**config.mk**
```make
export PLATFORM = sky130hd
export DESIGN_NAME = psram_ctrl_apb
export DESIGN_NICKNAME = d
export VERILOG_FILES = /design/src/rtl/psram_ctrl_apb.sv
export SDC_FILE = /design/constraint.sdc
export NUM_CORES = 1
export LEC_CHECK = 0
export CAP_MARGIN = 20
export CORE_AREA = 2 2 114 116
export DETAILED_ROUTE_END_ITERATION = 6
export DIE_AREA = 0 0 116 118
export GPL_TIMING_DRIVEN = 1
export PLACE_DENSITY = 0.83
export SLEW_MARGIN = 20
export SYNTH_ARGS = -nofsm -noshare
export SYNTH_HDL_FRONTEND = slang
export SYNTH_SLANG_ARGS = --single-unit
```
**constraint.sdc**
```tcl
create_clock -name clock -period 5.4 [get_ports clock]
set_clock_uncertainty 0.15 [all_clocks]
set_input_delay 1.08 -clock clock [delete_from_list [all_inputs] [get_ports clock]]
set_output_delay 1.08 -clock clock [all_outputs]
set_load 0.01 [all_outputs]
```
**src/rtl/psram_ctrl_apb.sv**
```systemverilog
// APB completer that maps 32-bit loads/stores onto QPI PSRAM bursts.
// One transfer at a time; the APB bus is held in wait states until the
// burst finishes. sck runs at half the system clock while ce_n is low.
module psram_ctrl_apb #(
    parameter int ADDR_BITS = 24,
    parameter int RD_WAIT   = 7
) (
    input  logic        clock,
    input  logic        resetn,
    input  logic        psel,
    input  logic        penable,
    input  logic        pwrite,
    input  logic [31:0] paddr,
    input  logic [31:0] pwdata,
    input  logic [3:0]  pstrb,
    output logic        pready,
    output logic [31:0] prdata,
    output logic        pslverr,
    output logic        sck,
    output logic        ce_n,
    output logic [3:0]  dio_o,
    output logic        dio_oe,
    input  logic [3:0]  dio_i
);

    typedef enum logic [2:0] {
        IDLE,
        CMD,
        ADDR,
        WAIT,
        RDATA,
        WDATA,
        DONE
    } state_t;

    localparam logic [7:0] ADDR_NIB = 8'(ADDR_BITS / 4);
    localparam logic [7:0] WAIT_LIM = 8'(RD_WAIT);

    state_t state, state_next;

    logic                 phase;      // current sck level inside a burst
    logic [7:0]           cnt;        // pulse index within the current state
    logic [7:0]           pulse_lim;
    logic                 last;       // high phase of the final pulse of a state
    logic                 active;
    logic                 start;
    logic                 is_wr;
    logic                 err;
    logic [2:0]           wr_cnt;     // number of byte lanes to write
    logic [7:0]           cmd_sr;
    logic [ADDR_BITS-1:0] addr_sr;
    logic [31:0]          wd_sr;
    logic [31:0]          rd_sr;
    logic [5:0]           dec;
    logic                 dec_ok;
    logic [1:0]           dec_start;
    logic [2:0]           dec_cnt;
    logic                 unused_ok;

    // Contiguous-strobe decode: {ok, start lane, lane count}. Zero strobe is
    // legal with a count of zero; any gap in the strobes is rejected.
    function automatic logic [5:0] strb_decode(input logic [3:0] s);
        case (s)
            4'b0000: return {1'b1, 2'd0, 3'd0};
            4'b0001: return {1'b1, 2'd0, 3'd1};
            4'b0010: return {1'b1, 2'd1, 3'd1};
            4'b0100: return {1'b1, 2'd2, 3'd1};
            4'b1000: return {1'b1, 2'd3, 3'd1};
            4'b0011: return {1'b1, 2'd0, 3'd2};
            4'b0110: return {1'b1, 2'd1, 3'd2};
            4'b1100: return {1'b1, 2'd2, 3'd2};
            4'b0111: return {1'b1, 2'd0, 3'd3};
            4'b1110: return {1'b1, 2'd1, 3'd3};
            4'b1111: return {1'b1, 2'd0, 3'd4};
            default: return {1'b0, 2'd0, 3'd0};
        endcase
    endfunction

    // Byte reversal: wire order is first byte first, APB lanes are little-endian.
    function automatic logic [31:0] bswap(input logic [31:0] v);
        return {v[7:0], v[15:8], v[23:16], v[31:24]};
    endfunction

    assign dec       = strb_decode(pstrb);
    assign dec_ok    = dec[5];
    assign dec_start = dec[4:3];
    assign dec_cnt   = dec[2:0];
    assign start     = (state == IDLE) && psel && penable;
    assign active    = (state == CMD) || (state == ADDR) || (state == WAIT) ||
                       (state == RDATA) || (state == WDATA);
    assign last      = phase && (cnt == pulse_lim - 8'd1);
    assign unused_ok = &{1'b0, paddr[31:ADDR_BITS], paddr[1:0]};

    // Number of sck pulses spent in each burst state.
    always_comb begin
        pulse_lim = 8'd1;
        case (state)
            CMD:     pulse_lim = 8'd8;
            ADDR:    pulse_lim = ADDR_NIB;
            WAIT:    pulse_lim = WAIT_LIM;
            RDATA:   pulse_lim = 8'd8;
            WDATA:   pulse_lim = {4'b0000, wr_cnt, 1'b0};
            default: pulse_lim = 8'd1;
        endcase
    end

    // State register.
    always_ff @(posedge clock or negedge resetn) begin
        if (!resetn) begin
            state <= IDLE;
        end else begin
            state <= state_next;
        end
    end

    // Next-state and pin/bus output decode.
    always_comb begin
        state_next = state;
        ce_n       = 1'b1;
        sck        = 1'b0;
        dio_oe     = 1'b0;
        dio_o      = 4'h0;
        pready     = 1'b0;
        pslverr    = 1'b0;
        case (state)
            IDLE: begin
                if (start) begin
                    if (pwrite && (!dec_ok || dec_cnt == 3'd0)) state_next = DONE;
                    else                                        state_next = CMD;
                end
            end
            CMD: begin
                ce_n   = 1'b0;
                sck    = phase;
                dio_oe = 1'b1;
                dio_o  = {3'b000, cmd_sr[7]};
                if (last) state_next = ADDR;
            end
            ADDR: begin
                ce_n   = 1'b0;
                sck    = phase;
                dio_oe = 1'b1;
                dio_o  = addr_sr[ADDR_BITS-1 -: 4];
                if (last) begin
                    if (is_wr)             state_next = WDATA;
                    else if (RD_WAIT == 0) state_next = RDATA;
                    else                   state_next = WAIT;
                end
            end
            WAIT: begin
                ce_n = 1'b0;
                sck  = phase;
                if (last) state_next = RDATA;
            end
            RDATA: begin
                ce_n = 1'b0;
                sck  = phase;
                if (last) state_next = DONE;
            end
            WDATA: begin
                ce_n   = 1'b0;
                sck    = phase;
                dio_oe = 1'b1;
                dio_o  = wd_sr[31:28];
                if (last) state_next = DONE;
            end
            DONE: begin
                pready     = 1'b1;
                pslverr    = err;
                state_next = IDLE;
            end
            default: state_next = IDLE;
        endcase
    end

    // Burst control: sck phase, pulse counter, latched request and read result.
    always_ff @(posedge clock or negedge resetn) begin
        if (!resetn) begin
            phase  <= 1'b0;
            cnt    <= 8'd0;
            is_wr  <= 1'b0;
            err    <= 1'b0;
            wr_cnt <= 3'd0;
            prdata <= 32'h0;
        end else begin
            if (active) begin
                phase <= ~phase;
                if (phase) cnt <= last ? 8'd0 : cnt + 8'd1;
            end else begin
                phase <= 1'b0;
                cnt   <= 8'd0;
            end
            if (start) begin
                is_wr  <= pwrite;
                err    <= pwrite && !dec_ok;
                wr_cnt <= dec_cnt;
            end
            if (state == RDATA && !phase && cnt == 8'd7) begin
                prdata <= bswap({rd_sr[27:0], dio_i});
            end
        end
    end

    // Serialisers: shift on the sck falling edge, capture reads as sck rises.
    always_ff @(posedge clock) begin
        if (start) begin
            cmd_sr  <= pwrite ? 8'h38 : 8'hEB;
            addr_sr <= {paddr[ADDR_BITS-1:2], pwrite ? dec_start : 2'b00};
            wd_sr   <= bswap(pwdata >> {dec_start, 3'b000});
        end else if (phase) begin
            if (state == CMD)   cmd_sr  <= {cmd_sr[6:0], 1'b0};
            if (state == ADDR)  addr_sr <= {addr_sr[ADDR_BITS-5:0], 4'h0};
            if (state == WDATA) wd_sr   <= {wd_sr[27:0], 4'h0};
        end
        if (state == RDATA && !phase) rd_sr <= {rd_sr[27:0], dio_i};
    end

endmodule

```
## After elaboration in Yosys (flattened, before gate mapping)

Memories as Yosys holds them, arrays and structs flattened.
Cells that the tools add are included.

| word-level totals | value |
|---|---|
| flip-flop bits (word level) | 141 |
| bits in latches | 0 |
| memory bits (writable) | 0 |
| memory bits (read-only) | 96 |
| input port bits | 77 |
| output and inout port bits | 41 |
| word-level logic and storage cells | 88 |
| memories | 1 |

| operators by class | value |
|---|---|
| add/subtract/negate cells | 2 |
| multipliers | 0 |
| div/mod/pow operators | 0 |
| $lt $le $gt $ge | 0 |
| equal/unequal tests | 14 |
| shift-type cells | 1 |
| muxes and demuxes | 30 |
| bitwise operators | 1 |
| reductions and logical operators | 28 |

Memories:

| name | words | bits a word | read ports | clocked after memory_dff | write ports | RTL line | RTL |
|---|---|---|---|---|---|---|---|
| (no name shown) | 16 | 6 | 1 | 0 | 0 | 63 | `case (s)` |

Operators with widths:

| kind | number |
|---|---|
| $mux W32 | 3 |
| $mux W24 | 3 |
| $mux W8 | 7 |
| $shr A32 B5 Y32 | 1 |
| $mux W3 | 7 |
| $pmux W4 S4 | 1 |
| $pmux W3 S5 | 1 |
| $pmux W4 S3 | 1 |
| $ne A2 B2 Y1 const B | 5 |
| $eq A3 B3 Y1 const B | 3 |
| $add A8 B1 Y8 const B | 1 |
| $eq A8 B3 Y1 const B | 1 |
| $eq A8 B8 Y1 | 1 |
| $reduce_bool A2 Y1 | 4 |
| $sub A8 B1 Y8 const B | 1 |
| $logic_and A1 B1 Y1 | 7 |
| $eq A3 B2 Y1 const B | 2 |
| $logic_not A3 Y1 | 2 |
| $mux W1 | 6 |
| $reduce_and A2 Y1 | 3 |
| $logic_or A1 B1 Y1 | 5 |
| $reduce_and A5 Y1 | 1 |
| $reduce_or A5 Y1 | 1 |
| $reduce_or A2 Y1 | 2 |
| other kinds (6) | 7 |

## Depth between registers and ports, before layout

Gate-level depths: netlist of run 1.

| depth | value |
|---|---|
| word-level depth | 9 |
| depth in mapped cells | 12 |
| mapped depth without buffers | 10 |

## Least setup slack after synthesis of run 1

No wires, ideal clock.

| path | value |
|---|---|
| kind | register to register |
| from | reg state[1] |
| to | reg prdata[17] |
| library setup time | 0.127 ns |
| arrival | 3.730 ns |
| data required time | 5.123 ns |
| slack | 1.393 ns |
| cell stages (with the launch flop) | 6 |
| clock period less this slack | 4.007 ns |
| path through | dfrtp_1 nand2b_1 nor3_1 nand3_1 buf_1 mux2_1 |

| on the way | value |
|---|---|
| cells in the longest elaborated chain, start to end | 3 |

RTL lines:

| element | RTL line | RTL |
|---|---|---|
| start: declaration | 39 | `state_t state, state_next;` |
| start signal: assignment | 112 | `state <= state_next;` |
| $eq A3 B3 Y1 | 198 | `if (state == RDATA && !phase && cnt == 8'd7) begin` |
| $logic_and A1 B1 Y1 (2 in series) | 198 |  |
| end signal: assignment | 199 | `prdata <= bswap({rd_sr[27:0], dio_i});` |
| end: declaration | 17 | `output logic [31:0] prdata,` |

Every way passes these cells.
A chain may end at the register's enable or synchronous reset.

## Worst setup path after layout of run 1

| path | value |
|---|---|
| from | reg state[2] |
| to | out sck |

| on the way | value |
|---|---|
| cells in the longest elaborated chain, start to end | 3 |
| elaborated cells between the ends (all ways) | 7 |
| classes of those cells | eq/ne: 5; mux: 1; reduce/logical: 1 |

RTL lines:

| element | RTL line | RTL |
|---|---|---|
| $eq A3 B2 Y1 (tied with other cells) | 125 | `case (state)` |
| $reduce_or A5 Y1 (no line) * | -- |  |
| $mux W1 * | 125 |  |
| end: declaration | 19 | `output logic sck,` |

Mark *: on every way between the ends. The rest lies on a longest branch, timed or not.

==> impl_metrics.yaml, run 1 <==
status:
  status: "complete, no violations"
layout:
  layout.cells.non_filler: 827
  num-nets-final: 726
  antenna_cells: 0
  area_delta_synth_final_pct: 28.5
  drive_above_1_share_pct: 15.7
  n_fill_cell: 901
  final_area_um2: 8350
pwr:
  p_leak_nw: 3.43
  power_density_nw_per_um2: 384
  peakVddDrop_v: 0.000234
routing:
  vias: 4583
  top_layer: "met4"
  drtIter0Drc: 472
  drc: 0
  firstDrtPassIters: 5
  wl_mm: 14.0
  wl_met3_mm: 1.02
  ant_nets: 0
  wl_met2_mm: 7.03
  wl_per_cell_um: 17.0
  via_per_inst: 5.54
  drt-met1-wl_mm: 5.82
worst_hold_path:
  hold_path_class: "register to register"
timing:
  timing.slew.headroom_pct: 31.1
  fin_setup_tns_ns: 0
  max_freq_ghz: 0.245
  fin_ws_ns: 1.32
  slew_violations: 0
  hold_slack_ns: 0.295
  fin_crit_sh_pct: 75.6
  grt_setup_unrepaired: "false"
  worst_pin_slew_ns: 1.03
  min_period_ns: 4.08
  finalHoldViolations: 0
  setup_viol: 0
setup_path:
  crit_slowest_cell: "dfrtp_1"
  cpPeakStageDelay_ns: 0.67
  cp_max_fo: 17
  crit_family: "simple AND/OR/NAND/NOR gates"
  crit_required_ns: 4.17
  cp-start-kind: "register"
  cp.arrival_ns: 2.85
  critPathKind: "register to output pin"
  timing.critical_path.mode_cell: "nor2_1"
  crit_buf_inv: 2
  path_cells: "or2_1 > nor2_1 > a21oi_2 > inv_2 > nor2_1 > clkdlybuf4s50_1"
  crit_path_end_kind: "output pin"
clock_network:
  postCtsHoldBufs: 0
  cts-root-buf: "clkbuf_16"
  postCtsSetupRepairBufs: 0
  clkTransAtPathRegs_ns: 0.06
  numCtsBuffers: 17
  clock_sinks: 141
  insertion_delay_ns: 0.42
  tritoncts: "yes"
  h-tree-depth: 4
  clockBufferDepth: 2
  post_cts_resize_count: 0
yosys:
  ys_ff_latch: 141
  yosysMostFrequentCell: "edfxtp_1"
  ys.flop_type: "edfxtp_1"
  syn_area_um2: 6500
  syn-num-nets: 620
  ys_warn_count: 0
  synth_top_area_share_pct: 42.5
  avgSynthCellArea_um2: 12.1
  ys_seq_area_share_pct: 61.4
  synthCells: 536
  synth_top_cells_by_count: "92 x edfxtp_1, 89 x nand2_1, 49 x dfrtp_1, 49 x mux2_2, 44 x nor2_1"
  yosysTopAreaCell: "edfxtp_1"
  async_flop_share_pct: 34.8
  synth_edf_count: 92
  synth.area.top_cells: "edfxtp_1 43%, dfrtp_1 19%, mux2_2 8.5%"
  synth.distinct_cells: 52
global_route:
  first_global_vias: 4519
  antenna_found_initial: 0
  grt_max_degree: 50
  grt_pass1_wl_mm: 22.5
  grt_overflow: 0
  grtUsageTotal_pct: 21.1
floorplanning:
  dieArea_um2: 13700
  start_util_pct: 52.3
  io_pins: 118
  chipHeight_um: 118
  rows: 41
  core-area_um2: 12400
  die_w_um: 116
place:
  dpl-instance-area_um2: 7740
  io_buffers: 107
  dp_hpwl_mm: 9.26
  gp_congestion: 0.849
  preCtsSetupSlack_ns: 1.45
  post-place-cells: 795
job:
  max_cap_viol_count: 0
## flip-flops by register name, summed over array words and instances (netlist names)
register and flops:
is_wr 1, prdata 32, cnt 8, wr_cnt 3
phase 1, cmd_sr 8, state 3, wd_sr 32
addr_sr 24, err 1, rd_sr 28
## cells in the final DEF (no fill, tap or decap), types with 5 or more instances in the layout
cell,Yosys,layout
clkdlybuf4s50_1,0,106
edfxtp_1,92,92
nand2_1,89,89
mux2_2,49,49
dfrtp_1,49,49
nor2_1,44,42
a21oi_1,20,20
mux2i_1,18,18
clkbuf_16,0,17
a31oi_1,10,10
inv_1,9,9
a221oi_1,9,9
o21ai_1,10,9
buf_4,1,9
and3_1,8,8
o21ai_0,8,8
and2_1,8,8
a22o_1,7,7
ha_1,7,7
clkinvlp_4,0,7
xnor2_1,6,6
nand3b_1,6,6
nand2b_1,5,5
## per-layer routing
layer  global-route usage [%]  vias to the layer above
li1                         -                     2153
met1                     27.9                     2201
met4                     6.70                        0
met5                        0                        -
met3                     5.36                       20
met2                     34.3                      209
## layout make-up
type	count	area, um2	share of cell area, %
Clock buffer	18	429	5.14
Clock inverter	14	169	2.02
Inverter	10	37.5	0.450
Multi-Input combinational cell	356	2370	28.4
Sequential cell	141	3990	47.8
Tap cell	172	215	2.58
Timing Repair Buffer	116	1130	13.6
## worst register-to-register path: cells and delay by family (launching register included)
family,cells,cell delay (ns)
xor gates and xnor gates,1,0.14
adders and majority gates,1,0.26
and+or+nand+nor,4,1.25
DFF,1,0.83
AOI/OAI and AO/OA,3,0.67
## cells by family (layout without fill, tap and decap cells)
| kind of cell | Yosys count | in the layout | share of synthesized area, % |
|---|---|---|---|
| buf+inv | 39 | 158 | 2.66 |
| fa+ha+maj | 7 | 7 | 1.35 |
| flops | 141 | 141 | 61.4 |
| xor+xnor | 8 | 8 | 1.08 |
| simple gates | 186 | 186 | 13.2 |
| mux | 68 | 68 | 11.4 |
| compound gates | 87 | 87 | 8.88 |
## worst paths after layout
kind,start,to,slack [ns],depth (start not counted)
max,state[2]$_DFFE_PN0P_,sck,1.32,6
max in group asynchronous,resetn,prdata[25]$_DFFE_PN0P_,4.04,2
max reg2reg,state[1]$_DFFE_PN0P_,state[1]$_DFFE_PN0P_,1.99,9
min in group asynchronous,resetn,phase$_DFF_PN0_,0.62,2
min reg2reg,rd_sr[3]$_DFFE_PP_,rd_sr[7]$_DFFE_PP_,0.29,0
min,rd_sr[3]$_DFFE_PP_,rd_sr[7]$_DFFE_PP_,0.29,0
## power by group
part           internal [mW]  switching [mW]  total [mW]
registers               1.34          0.0919        1.43
clock network          0.725           0.447        1.17
logic                  0.275           0.330       0.605
## metrics by stage
step / power (mW) / utilization [%]
final: 3.21 / 67.2
after global routing: 3.35 / 67.2
after CTS: 3.22 / 67.2
after detailed placement: 2.04 / 62.4
after global placement: 2.01 / 62.3
after floorplan: 1.82 / -
No activity file was read; power rests on OpenSTA's default activity.
==> run 2: changes to the inputs <==
--- a/config.mk
+++ b/config.mk
@@ -6,11 +6,11 @@
 export NUM_CORES = 1
 export LEC_CHECK = 0
 export CAP_MARGIN = 20
-export CORE_AREA = 2 2 114 116
+export CORE_AREA = 2 2 120 122
 export DETAILED_ROUTE_END_ITERATION = 6
-export DIE_AREA = 0 0 116 118
+export DIE_AREA = 0 0 122 124
 export GPL_TIMING_DRIVEN = 1
-export PLACE_DENSITY = 0.83
+export PLACE_DENSITY = 0.79
 export SLEW_MARGIN = 20
 export SYNTH_ARGS = -nofsm -noshare
 export SYNTH_HDL_FRONTEND = slang
==> constraint.sdc (replaced) <==
create_clock -name clock -period 3.4 [get_ports clock]
set_clock_uncertainty 0.15 [all_clocks]
set_input_delay 0.68 -clock clock [delete_from_list [all_inputs] [get_ports clock]]
set_output_delay 0.68 -clock clock [all_outputs]
set_load 0.01 [all_outputs]
==> impl_metrics.yaml, run 2 (synthesized netlist as in run 1, its figures left out) <==
setup_path:
  crit_required_ns: 2.57
  cp_max_fo: 10
  cp.arrival_ns: 2.42
  cp-start-kind: "register"
  crit_path_end_kind: "output pin"
  critPathKind: "register to output pin"
routing:
  drc: 0
  drtIter0Drc: 394
  wl_per_cell_um: 16.3
  firstDrtPassIters: 5
  wl_mm: 13.7
  vias: 4564
  ant_nets: 0
  via_per_inst: 5.41
pwr:
  power_density_nw_per_um2: 602
  seq_power_share_pct: 44.3
  fin_total_pwr_mw: 5.09
  combinationalPowerShare_pct: 19.5
  p_sw_mw: 1.46
  internal_power_mw: 3.63
  power.share.clock_pct: 36.1
  p_leak_nw: 3.52
  swShare_pct: 28.6
  peakVddDrop_v: 0.000379
place:
  io_buffers: 107
  post-place-cells: 812
  gp_congestion: 0.854
  dp_hpwl_mm: 9.26
  preCtsSetupSlack_ns: 0.231
timing:
  slew_violations: 0
  min_period_ns: 3.25
  fin_crit_sh_pct: 95.7
  grt_setup_unrepaired: "false"
  max_freq_ghz: 0.307
  hold_slack_ns: 0.0474
  timing.slew.headroom_pct: 50.3
  fin_ws_ns: 0.148
  fin_setup_tns_ns: 0
  worst_pin_slew_ns: 0.746
  setup_viol: 0
  finalHoldViolations: 0
layout:
  antenna_cells: 0
  top_regs: "prdata x32, wd_sr x32, rd_sr x28"
  final_cell_mix: "106 x clkdlybuf4s50_1, 92 x edfxtp_1, 89 x nand2_1"
  area_delta_synth_final_pct: 30.3
  layout.cells.non_filler: 844
  n_fill_cell: 1045
  num-nets-final: 735
  layout_commonest_cell: "clkdlybuf4s50_1"
  drive_above_1_share_pct: 17.3
clock_network:
  clockBufferDepth: 2
  postCtsHoldBufs: 0
  clock_sinks: 141
  insertion_delay_ns: 0.42
  numCtsBuffers: 17
  tritoncts: "yes"
  h-tree-depth: 4
  clkTransAtPathRegs_ns: 0.07
  cts-root-buf: "clkbuf_16"
job:
  max_cap_viol_count: 0
floorplanning:
  start_util_pct: 47.4
  die_w_um: 122
  rows: 43
  io_pins: 118
  chipHeight_um: 124
  dieArea_um2: 15100
  core-area_um2: 13700
worst_hold_path:
  hold_path_class: "input port to asynchronous set/reset pin"
global_route:
  first_global_vias: 4457
  grtUsageTotal_pct: 19.0
  grt_max_degree: 50
  grt_overflow: 0
  antenna_found_initial: 0
  grt_pass1_wl_mm: 22.1
status:
  status: "complete, no violations"
==> run 2: changes by cell type in the layout (fill, tap and decap cells not counted), sizes merged <==
cell | before | now
buf | 10 | 19
bufinv | 3 | 1
clkinvlp | 7 | 2
inv | 12 | 19
==> run 2: metal layers <==
| metal | vias up | global-route usage, % | share of wire [%] | wire length, um |
|---|---|---|---|---|
| met5 | - | 0 | 0 | 0 |
| met4 | 0 | 7.40 | 2.1 | 292 |
| met3 | 26 | 5.22 | 5.4 | 745 |
| met2 | 150 | 30.4 | 49 | 6720 |
| met1 | 2220 | 24.8 | 44 | 5990 |
| li1 | 2168 | - | - | - |
==> run 2: path summary, 6_finish.rpt <==
check,end,from,slack [ns],cells after the start
worst min-delay path,cnt[7]$_DFFE_PN0N_,resetn,0.05,1
worst min register to register,rd_sr[20]$_DFFE_PP_,rd_sr[16]$_DFFE_PP_,0.29,0
worst max register to register,cnt[6]$_DFFE_PN0N_,state[0]$_DFFE_PN0P_,0.31,10
worst max-delay path,sck,state[2]$_DFFE_PN0P_,0.15,7
min in group clock,rd_sr[20]$_DFFE_PP_,rd_sr[16]$_DFFE_PP_,0.29,0
max in group asynchronous,prdata[26]$_DFFE_PN0P_,resetn,2.52,2
==> run 2: repair_timing <==
item	in CTS	in global routing
setup buffers	0	0
endpoints found under the hold margin	0	0
pin swaps	0	0
setup endpoints to repair	1	1
resized for setup	1	1
==> run 2: critical path, cell delays in order (launching register included) <==
cell	delay [ns]
dfrtp_2	0.46
buf_4	0.19
or2_1	0.12
nor2_1	0.05
a21oi_2	0.28
inv_2	0.14
nor2_2	0.19
clkdlybuf4s50_1	0.57
==> run 2: metrics by stage <==
| stage | cell area, um2 | utilization [%] |
|---|---|---|
| global route | 8460 | 61.7 |
| detailed placement | 7870 | 57.4 |
| finish | 8460 | 61.7 |
| global placement | 7850 | 57.2 |
| CTS | 8460 | 61.7 |
| floorplan | 6500 | - |
==> run 2: cell type report <==
cell class | count | area (um2) | share of cell area (%)
inverters | 10 | 37.5 | 0.444
flip-flops and latches | 141 | 3990 | 47.1
repair buffers | 125 | 1250 | 14.8
well taps | 180 | 225 | 2.66
clock inverters | 14 | 149 | 1.76
multi-input cells | 356 | 2370 | 28.0
clock buffers | 18 | 439 | 5.19
==> run 2: power groups by stage <==
stage | Combinational, mW | Sequential [mW] | Clock (mW)
after floorplan | 0.659 | 2.24 | 0
after global placement | 0.958 | 2.27 | 0
after detailed placement | 0.993 | 2.28 | 0
after CTS | 1.00 | 2.25 | 1.87
after global routing | 1.10 | 2.28 | 1.94
final | 0.995 | 2.26 | 1.84
==> run 3: changes to the inputs <==
--- a/config.mk
+++ b/config.mk
@@ -6,11 +6,12 @@
 export NUM_CORES = 1
 export LEC_CHECK = 0
 export CAP_MARGIN = 20
-export CORE_AREA = 2 2 120 122
+export CORE_AREA = 2 2 119 121
+export CTS_BUF_LIST = sky130_fd_sc_hd__clkbuf_8
 export DETAILED_ROUTE_END_ITERATION = 6
-export DIE_AREA = 0 0 122 124
+export DIE_AREA = 0 0 121 123
 export GPL_TIMING_DRIVEN = 1
-export PLACE_DENSITY = 0.79
+export PLACE_DENSITY = 0.8
 export SLEW_MARGIN = 20
 export SYNTH_ARGS = -nofsm -noshare
 export SYNTH_HDL_FRONTEND = slang
==> impl_metrics.yaml, run 3 (synthesized netlist as in run 1, its figures left out) <==
clock_network:
  numCtsBuffers: 17
  cts-root-buf: "clkbuf_8"
  clockBufferDepth: 2
  postCtsHoldBufs: 0
  clkTransAtPathRegs_ns: 0.09
  postCtsSetupRepairBufs: 0
  tritoncts: "yes"
  clock_sinks: 141
  h-tree-depth: 4
  insertion_delay_ns: 0.44
routing:
  drc: 0
  vias: 4518
  via_per_inst: 5.33
  wl_mm: 13.6
  firstDrtPassIters: 4
  drtIter0Drc: 318
  ant_nets: 0
  wl_per_cell_um: 16.0
timing:
  fin_crit_sh_pct: 93.3
  fin_setup_tns_ns: 0
  grt_setup_unrepaired: "false"
  finalHoldViolations: 0
  min_period_ns: 3.17
  worst_pin_slew_ns: 0.784
  slew_violations: 0
  timing.slew.headroom_pct: 47.7
  setup_viol: 0
  max_freq_ghz: 0.315
global_route:
  antenna_found_initial: 0
  grt_max_degree: 47
  grt_overflow: 0
  met3_usage_pct: 5.90
  grt-busiest-layer: "met2"
  use_met2_pct: 32.3
  met1_usage_pct: 23.7
  first_global_vias: 4542
  grt_pass1_wl_mm: 21.9
  grtUsageTotal_pct: 19.0
setup_path:
  cp-start-kind: "register"
  r2r_start: "state[2]$_DFFE_PN0P_"
  path_cells: "buf_4 > a21oi_2 > inv_2 > nor2_1 > clkdlybuf4s50_1"
  critPathKind: "register to output pin"
  startpoint: "state[2]$_DFFE_PN0P_"
  crit_path_end_kind: "output pin"
  r2r_slack_ns: 0.47
  cp_max_fo: 11
  crit_family: "buffers and inverters"
  crit_required_ns: 2.57
  cpPeakStageDelay_ns: 0.59
  reg2reg_to: "state[1]$_DFFE_PN0P_"
  crit_slowest_cell: "clkdlybuf4s50_1"
  reg2reg_depth: 9
  crit_buf_inv: 3
  cp.arrival_ns: 2.34
floorplanning:
  core-area_um2: 13600
  die_w_um: 121
  chipHeight_um: 123
  io_pins: 118
  start_util_pct: 47.7
  dieArea_um2: 14900
  rows: 43
layout:
  n_fill_cell: 1059
  seq_area_um2: 3990
  final_cell_mix: "106 x clkdlybuf4s50_1, 92 x edfxtp_1, 89 x nand2_1"
  drive_above_1_share_pct: 17.5
  top_regs: "prdata x32, wd_sr x32, rd_sr x28"
  layout.cells.non_filler: 847
  antenna_cells: 0
  layout_commonest_cell: "clkdlybuf4s50_1"
  num-nets-final: 738
  multi_input_area_um2: 2370
  area_delta_synth_final_pct: 27.1
place:
  gp_congestion: 0.872
  post-place-cells: 815
  dp_hpwl_mm: 9.35
  io_buffers: 107
pwr:
  p_leak_nw: 3.44
  peakVddDrop_v: 0.000330
  power_density_nw_per_um2: 550
status:
  status: "complete, no violations"
job:
  max_cap_viol_count: 0
worst_hold_path:
  hold_path_class: "input port to asynchronous set/reset pin"
==> run 3: cell types whose count changed in the layout (fill, tap and decap cells not counted) <==
cell	before	now
clkinv_4	1	3
dfrtp_2	1	2
nor2_2	3	2
inv_1	9	10
buf_4	14	19
clkinvlp_4	2	1
clkbuf_16	17	0
inv_6	5	4
nor2_1	41	42
clkbuf_8	1	17
buf_12	4	2
dfrtp_1	48	47
==> run 3: worst reg2reg max path, delay by kind of cell, from the launching register on <==
kind	cells	cell delay, ns
AND/OR/NAND/NOR	4	1.15
AO/OA/AOI/OAI	3	0.65
flip-flops	1	0.48
adder cells (fa/ha/maj)	1	0.30
XOR/XNOR	1	0.15
==> run 3: layer usage <==
metal | up-vias | routed length, um
li1 | 2174 | -
met1 | 2186 | 5850
met2 | 147 | 6710
met3 | 11 | 865
met4 | 0 | 128
met5 | - | 0
==> run 3: timing repair <==
item | in CTS | in global routing
resized for setup | 0 | 2
endpoints found under the hold margin | 0 | 0
setup endpoints to repair | 0 | 1
==> run 3: worst max path at each step <==
stage	to	slack [ns]	depth (start not counted)
after floorplan	prdata[17]$_DFFE_PN0P_	0.38	5
after global placement	wd_sr[29]$_DFFE_PP_	0.27	8
after detailed placement	state[1]$_DFFE_PN0P_	0.21	9
after CTS	sck	0.13	6
after global routing	sck	0.01	6
final	sck	0.23	5
==> run 3: area by class of cell <==
| class | instances | share of cell area, % |
|---|---|---|
| inverters | 10 | 0.454 |
| well taps | 180 | 2.73 |
| flip-flops and latches | 141 | 48.3 |
| clock buffers | 17 | 2.83 |
| repair buffers | 128 | 15.1 |
| clock inverters | 15 | 1.86 |
| multi-input cells | 356 | 28.7 |
==> run 3: power breakdown <==
group          switching (mW)  internal (mW)  leakage [nW]  total, mW
clock                   0.695          0.603         0.200       1.30
sequential              0.137           2.12          1.52       2.25
combinational           0.536          0.457          1.72      0.993
==> run 3: through the flow <==
step | worst slack (ns) | area (um2) | power (mW) | hold slack [ns] | util (%)
6_report | 0.227 | 8260 | 4.55 | 0.0745 | 60.7
5_1_grt | 0.0112 | 8260 | 4.78 | 0.0854 | 60.7
4_1_cts | 0.132 | 8260 | 4.57 | 0.0733 | 60.7
3_5_place_dp | 0.212 | 7870 | 3.28 | 0.282 | 57.8
3_3_place_gp | 0.268 | 7870 | 3.23 | 0.275 | 57.8
2_1_floorplan | 0.379 | 6500 | 2.90 | 0.234 | -
